**src/rtl/fp_stream_minmax.sv**
```systemverilog
// Streaming min/max reduction over frames of IEEE-754 single-precision samples.
// Ordering matches the team FP comparator: total sign-magnitude order in which
// -0.0 < +0.0 and infinities are ordinary values; NaNs are counted but never
// become min or max.
//
// Handshake: a transfer happens on a rising edge where valid && ready. The
// producer holds data stable while valid is high and ready is low; ready never
// depends combinationally on valid on either port (both are pure state decodes).
module fp_stream_minmax #(
  parameter int          CNT_W   = 16,
  parameter logic [31:0] NAN_OUT = 32'h7FC00000
) (
  input  logic             clk,
  input  logic             rst_n,
  input  logic             in_valid,
  output logic             in_ready,
  input  logic [31:0]      in_data,
  input  logic             in_last,
  output logic             out_valid,
  input  logic             out_ready,
  output logic [31:0]      out_min,
  output logic [31:0]      out_max,
  output logic [CNT_W-1:0] out_count,
  output logic             out_nan_seen,
  output logic [0:0]       dbg_state
);

  localparam logic [0:0] ST_ACCUM = 1'b0;
  localparam logic [0:0] ST_HOLD  = 1'b1;
  localparam logic [CNT_W-1:0] CNT_MAX = {CNT_W{1'b1}};

  // a < b in the comparator's total order
  function automatic logic fp_lt(input logic [31:0] a, input logic [31:0] b);
    logic res;
    if (a[31] != b[31])  res = a[31];
    else if (!a[31])     res = (a[30:0] < b[30:0]);
    else                 res = (a[30:0] > b[30:0]);
    return res;
  endfunction

  logic [1:0]       rst_sync_q;
  logic             rst_int_n;
  logic [0:0]       state_q, state_d;
  logic [31:0]      min_q, min_d, max_q, max_d;
  logic [CNT_W-1:0] cnt_q, cnt_d;
  logic             have_q, have_d, nan_q, nan_d;
  logic [31:0]      out_min_q, out_min_d, out_max_q, out_max_d;
  logic [CNT_W-1:0] out_cnt_q, out_cnt_d;
  logic             out_nan_q, out_nan_d;
  logic             in_xfer, out_xfer, is_nan;
  logic [31:0]      min_n, max_n;
  logic [CNT_W-1:0] cnt_n;
  logic             have_n, nan_n;

  // Reset asserts asynchronously and releases on a clock edge
  always_ff @(posedge clk or negedge rst_n) begin
    if (!rst_n) rst_sync_q <= 2'b00;
    else        rst_sync_q <= {rst_sync_q[0], 1'b1};
  end
  assign rst_int_n = rst_sync_q[1] & rst_n;

  assign in_ready  = (state_q == ST_ACCUM);
  assign out_valid = (state_q == ST_HOLD);
  assign in_xfer   = in_valid && in_ready;
  assign out_xfer  = out_valid && out_ready;
  assign is_nan    = (&in_data[30:23]) && (|in_data[22:0]);

  // Accumulator values including the sample currently offered
  always_comb begin
    min_n  = min_q;
    max_n  = max_q;
    cnt_n  = (cnt_q == CNT_MAX) ? cnt_q : cnt_q + 1'b1;
    have_n = have_q | ~is_nan;
    nan_n  = nan_q | is_nan;
    if (!is_nan) begin
      if (!have_q) begin
        min_n = in_data;
        max_n = in_data;
      end else begin
        if (fp_lt(in_data, min_q)) min_n = in_data;
        if (fp_lt(max_q, in_data)) max_n = in_data;
      end
    end
  end

  // FSM and register next-state: accumulate, latch on last, hold until taken
  always_comb begin
    state_d   = state_q;
    min_d     = min_q;
    max_d     = max_q;
    cnt_d     = cnt_q;
    have_d    = have_q;
    nan_d     = nan_q;
    out_min_d = out_min_q;
    out_max_d = out_max_q;
    out_cnt_d = out_cnt_q;
    out_nan_d = out_nan_q;
    case (state_q)
      ST_ACCUM: begin
        if (in_xfer) begin
          if (in_last) begin
            out_min_d = have_n ? min_n : NAN_OUT;
            out_max_d = have_n ? max_n : NAN_OUT;
            out_cnt_d = cnt_n;
            out_nan_d = nan_n;
            cnt_d     = '0;
            have_d    = 1'b0;
            nan_d     = 1'b0;
            state_d   = ST_HOLD;
          end else begin
            min_d  = min_n;
            max_d  = max_n;
            cnt_d  = cnt_n;
            have_d = have_n;
            nan_d  = nan_n;
          end
        end
      end
      default: begin
        if (out_xfer) state_d = ST_ACCUM;
      end
    endcase
  end

  // State and data registers
  always_ff @(posedge clk or negedge rst_int_n) begin
    if (!rst_int_n) begin
      state_q   <= ST_ACCUM;
      min_q     <= '0;
      max_q     <= '0;
      cnt_q     <= '0;
      have_q    <= 1'b0;
      nan_q     <= 1'b0;
      out_min_q <= '0;
      out_max_q <= '0;
      out_cnt_q <= '0;
      out_nan_q <= 1'b0;
    end else begin
      state_q   <= state_d;
      min_q     <= min_d;
      max_q     <= max_d;
      cnt_q     <= cnt_d;
      have_q    <= have_d;
      nan_q     <= nan_d;
      out_min_q <= out_min_d;
      out_max_q <= out_max_d;
      out_cnt_q <= out_cnt_d;
      out_nan_q <= out_nan_d;
    end
  end

  assign out_min      = out_min_q;
  assign out_max      = out_max_q;
  assign out_count    = out_cnt_q;
  assign out_nan_seen = out_nan_q;
  assign dbg_state    = state_q;

endmodule

```
**config.mk**
```make
export PLATFORM = sky130hd
export DESIGN_NAME = fp_stream_minmax
export DESIGN_NICKNAME = d
export VERILOG_FILES = /design/src/rtl/fp_stream_minmax.sv
export SDC_FILE = /design/constraint.sdc
export NUM_CORES = 1
export LEC_CHECK = 0
export ABC_CLOCK_PERIOD_IN_PS = 15600
export CAP_MARGIN = 0
export CORE_MARGIN = 5
export CORE_UTILIZATION = 60
export CTS_BUF_LIST = sky130_fd_sc_hd__clkbuf_4 sky130_fd_sc_hd__clkbuf_8
export DETAILED_ROUTE_END_ITERATION = 8
export GPL_TIMING_DRIVEN = 0
export MAX_ROUTING_LAYER = met4
export PLACE_DENSITY_LB_ADDON = 0.12
export SYNTH_ARGS = -nofsm -noshare
export SYNTH_HDL_FRONTEND = slang
export SYNTH_SLANG_ARGS = --single-unit
export TNS_END_PERCENT = 10
```
**constraint.sdc**
```tcl
create_clock -name clk -period 15.6 [get_ports clk]
set_input_delay 1.56 -clock clk [delete_from_list [all_inputs] [get_ports clk]]
set_output_delay 1.56 -clock clk [all_outputs]
set_load 0.01 [all_outputs]
```
==> metrics.md <==
| Metric | Value |
|---|---|
| Status | `completed` |
| Asr flop ratio synth | `1.00` |
| Vias in the first global route | `7465` |
| R2R depth | `8` |
| Die area | `between 15000 and 20000 sq um` |
| Clock Skews | `0.0141 ns` |
| First-pass GRT wire length | `38.0 mm` |
| Post-synth top cells | `dfrtp_1 (166), nand2_1 (150), o21ai_0 (102)` |
| Most common cell in the netlist | `dfrtp_1` |
| Post-synth EDFFs | `0` |
| Worst Setup SP | `in_data[12]` |
| Num CTS Buffers | `17` |
| H-tree levels | `4` |
| Worst-path fanout max | `10` |
| Core Region | `approximately 15000 sq um` |
| Share of layout cells above drive strength 1 | `0.0789` |
| Most used DFF post-synth | `dfrtp_1` |
| Fin Setup TNS | `0 ns` |
| Area contributors post-synth | `dfrtp_1 (47%), ha_1 (9.2%), nand2_1 (6.3%), o21ai_0 (5.7%), mux2_2 (3.4%)` |
| Fin area | `between 10000 and 15000 sq um` |
| Final core occ | `0.744` |
| Largest net degree at the start of global routing | `65` |
| Clock Path Buffers | `2` |
| Crit path DAT | `5.28 ns` |
| Storage element area | `4150 sq um` |
| Filler cell count | `1086` |
| CP Cell Sequence | `clkdlybuf4s50_1 > inv_1 > ha_1 > and4_1 > a221oi_1 > a21oi_1 > o311a_1 > nor3_4 > buf_6 > mux2_2` |
| Routed len/inst | `18.3 um` |
| Synth warn | `0` |
| Slowest cell on crit path | `a221oi_1` |
| ANT nets after route | `0` |
| Pwr Density | `between 150 and 200 nW/um^2` |
| FP Rows | `44` |
| Relative slew slack | `0.481` |
| Post-synthesis sequential area ratio | `0.468` |
| Cell accounting for the most synthesized area | `dfrtp_1` |
| CP required | `15.95 ns` |
| CP max stage delay | `0.72 ns` |
| DRT iter0 DRCs | `720` |
| Mapped Avg Cell Area | `9.49 sq um` |
| Clk sinks | `166` |
| Crit path capture | `max_q[16]$_DFFE_PN0P_` |
| Clk_lat worst skew | `0.48 ns` |
| PostCTS Resize Cnt | `0` |
| Final setup fails | `0` |
| Initial antenna violation count | `0` |
| Pre-antenna DRT Iters | `5` |
| Setup Crit Path Kind | `primary input to register` |
| Reg-to-Reg Start | `max_q[13]$_DFFE_PN0P_` |
| Worst-margin pin slew | `0.779 ns` |
| Clock root buffer | `clkbuf_8` |
| Chip height | `132 um` |
| Placer congestion estimate | `between 0.8 and 0.9` |
| CP bufs+invs | `3` |
| Count of nets after finishing | `1179` |
| Setup Fix Bufs, Post-CTS | `0` |
| DRC Markers | `0` |
| Leak | `4.85 nW` |
| Final min period | `4.93 ns` |
| Netlist cell types | `57` |
| Share of the synthesized area in the top cell type | `0.468` |
| Hold Path Class | `register to register` |
| Max-Cap Viols | `0` |
| Max Clock Freq | `0.203 GHz` |
| Ant. Diodes | `0` |
| Clk slew on worst S/H paths | `~0.080 ns` |
| Die X | `roughly 130 um` |
| Gate count of the mapped netlist | `936` |
| CTS tree | `yes` |
| R2r setup slk | `12.08 ns` |
| Synth Cell Area | `8880 sq um` |
| I/O Pins | `121` |
| Multi-input logic area | `4220 sq um` |
| Initial Util | `0.611` |
| Drt via density | `5.96` |
| Worst Setup Start Kind | `primary input` |
| Fin crit share | `0.316` |
| Total grt overflow | `0` |
| Worst vdd ir | `around 0.11 mV` |
| Number of cells on the critical path | `10` |
| Final hold violations | `0` |
| Critical path's top delay family | `compound AO/OA/AOI/OAI gates` |
| CP Capture Type | `register` |
| Yosys reg bits | `between 150 and 200` |
| Syn_nets | `1038` |
| Hold_buf cts | `0` |
| DP Area | `~10000 sq um` |
| Area delta synth->final | `21.7%` |
| Global-route usage over all layers | `0.278` |
| Final wirelength | `between 20 and 25 mm` |
| IO buf count | `120` |
| FF-to-FF End | `max_q[16]$_DFFE_PN0P_` |
| Via count | `7596` |
| Post-DP HPWL | `17.2 mm` |
| RSZ-0062 raised after global routing | `false` |
| Final slew viol count | `0` |
==> final cells by class <==
| type | count | area share |
|---|---|---|
| flip-flops and latches | 166 | 0.384 |
| clock buffers | 21 | 0.0267 |
| multi-input cells | 650 | 0.391 |
| inverters | 74 | 0.0257 |
| plain buffers | 46 | 0.0211 |
| clock inverters | 11 | 0.0137 |
| well taps | 184 | 0.0213 |
| repair buffers | 122 | 0.116 |
==> kinds of logic after synthesis <==
family                   count (synthesis)  synth area share
XOR/XNOR                                11            0.0108
multiplexers                            56            0.0669
adder cells (fa/ha/maj)                 65            0.0916
buffers and inverters                  120            0.0569
other                                    1          0.000422
AND/OR/NAND/NOR                        295             0.152
flip-flops                             166             0.468
AO/OA/AOI/OAI                          222             0.153
==> power breakdown <==
part           switching (W)  internal (W)  total (W)
combinational       0.000347      0.000330   0.000677
sequential         0.0000943      0.000577   0.000672
clock               0.000162      0.000175   0.000338
total               0.000603       0.00108    0.00169
==> flip-flops by register name (all words and copies together) (netlist names) <==
name / cells
rst_sync_q: 2
out_min: 32
max_q: 32
cnt_q: 16
have_q: 1
nan_q: 1
out_max: 32
out_count: 16
dbg_state: 1
min_q: 32
out_nan_seen: 1
==> placed cells by master (no fill, tap or decap), types with 6 or more instances in the layout <==
| master | n |
|---|---|
| nor3_1 | 15 |
| xnor2_1 | 9 |
| clkbuf_1 | 35 |
| clkdlybuf4s50_1 | 120 |
| o21ai_0 | 102 |
| nor4_1 | 7 |
| ha_1 | 65 |
| nand3_1 | 38 |
| mux2i_1 | 29 |
| a31oi_1 | 6 |
| nor2_1 | 37 |
| mux2_2 | 27 |
| nand4_1 | 14 |
| clkbuf_8 | 21 |
| nand2_1 | 150 |
| a221oi_1 | 7 |
| inv_1 | 74 |
| o21ai_1 | 11 |
| dfrtp_1 | 166 |
| and3_1 | 7 |
| o311ai_0 | 21 |
| a21oi_1 | 44 |
==> per-stage QoR <==
stage | std cells | power [W] | worst slack [ns] | hold slack, ns
2_1_floorplan | 936 | 0.00106 | 8.78 | 0.331
3_3_place_gp | 1240 | 0.00132 | 6.18 | 0.334
3_5_place_dp | 1242 | 0.00135 | 10.29 | 0.337
4_1_cts | 1274 | 0.00169 | 10.77 | 0.357
5_1_grt | 1274 | 0.00180 | 10.57 | 0.361
6_report | 1274 | 0.00169 | 10.67 | 0.353
==> worst min-delay path by stage <==
stage / startpoint / to / slack [ns] / cells past startpoint
final: rst_sync_q[0]$_DFF_PN0_ / rst_sync_q[1]$_DFF_PN0_ / 0.35 / 0
after floorplan: rst_sync_q[0]$_DFF_PN0_ / rst_sync_q[1]$_DFF_PN0_ / 0.33 / 0
after global routing: rst_sync_q[0]$_DFF_PN0_ / rst_sync_q[1]$_DFF_PN0_ / 0.36 / 0
after CTS: rst_sync_q[0]$_DFF_PN0_ / rst_sync_q[1]$_DFF_PN0_ / 0.36 / 0
after global placement: rst_sync_q[0]$_DFF_PN0_ / rst_sync_q[1]$_DFF_PN0_ / 0.33 / 0
after detailed placement: rst_sync_q[0]$_DFF_PN0_ / rst_sync_q[1]$_DFF_PN0_ / 0.34 / 0
==> per-layer routing <==
metal / GRT usage / vias to the layer above / part of all wire
li1: - / 3588 / -
met1: 0.379 / 3695 / 0.44
met2: 0.409 / 257 / 0.46
met3: 0.0646 / 56 / 0.068
met4: 0.101 / 0 / 0.028
met5: - / - / 0
Power figures use the tool's default switching activity.
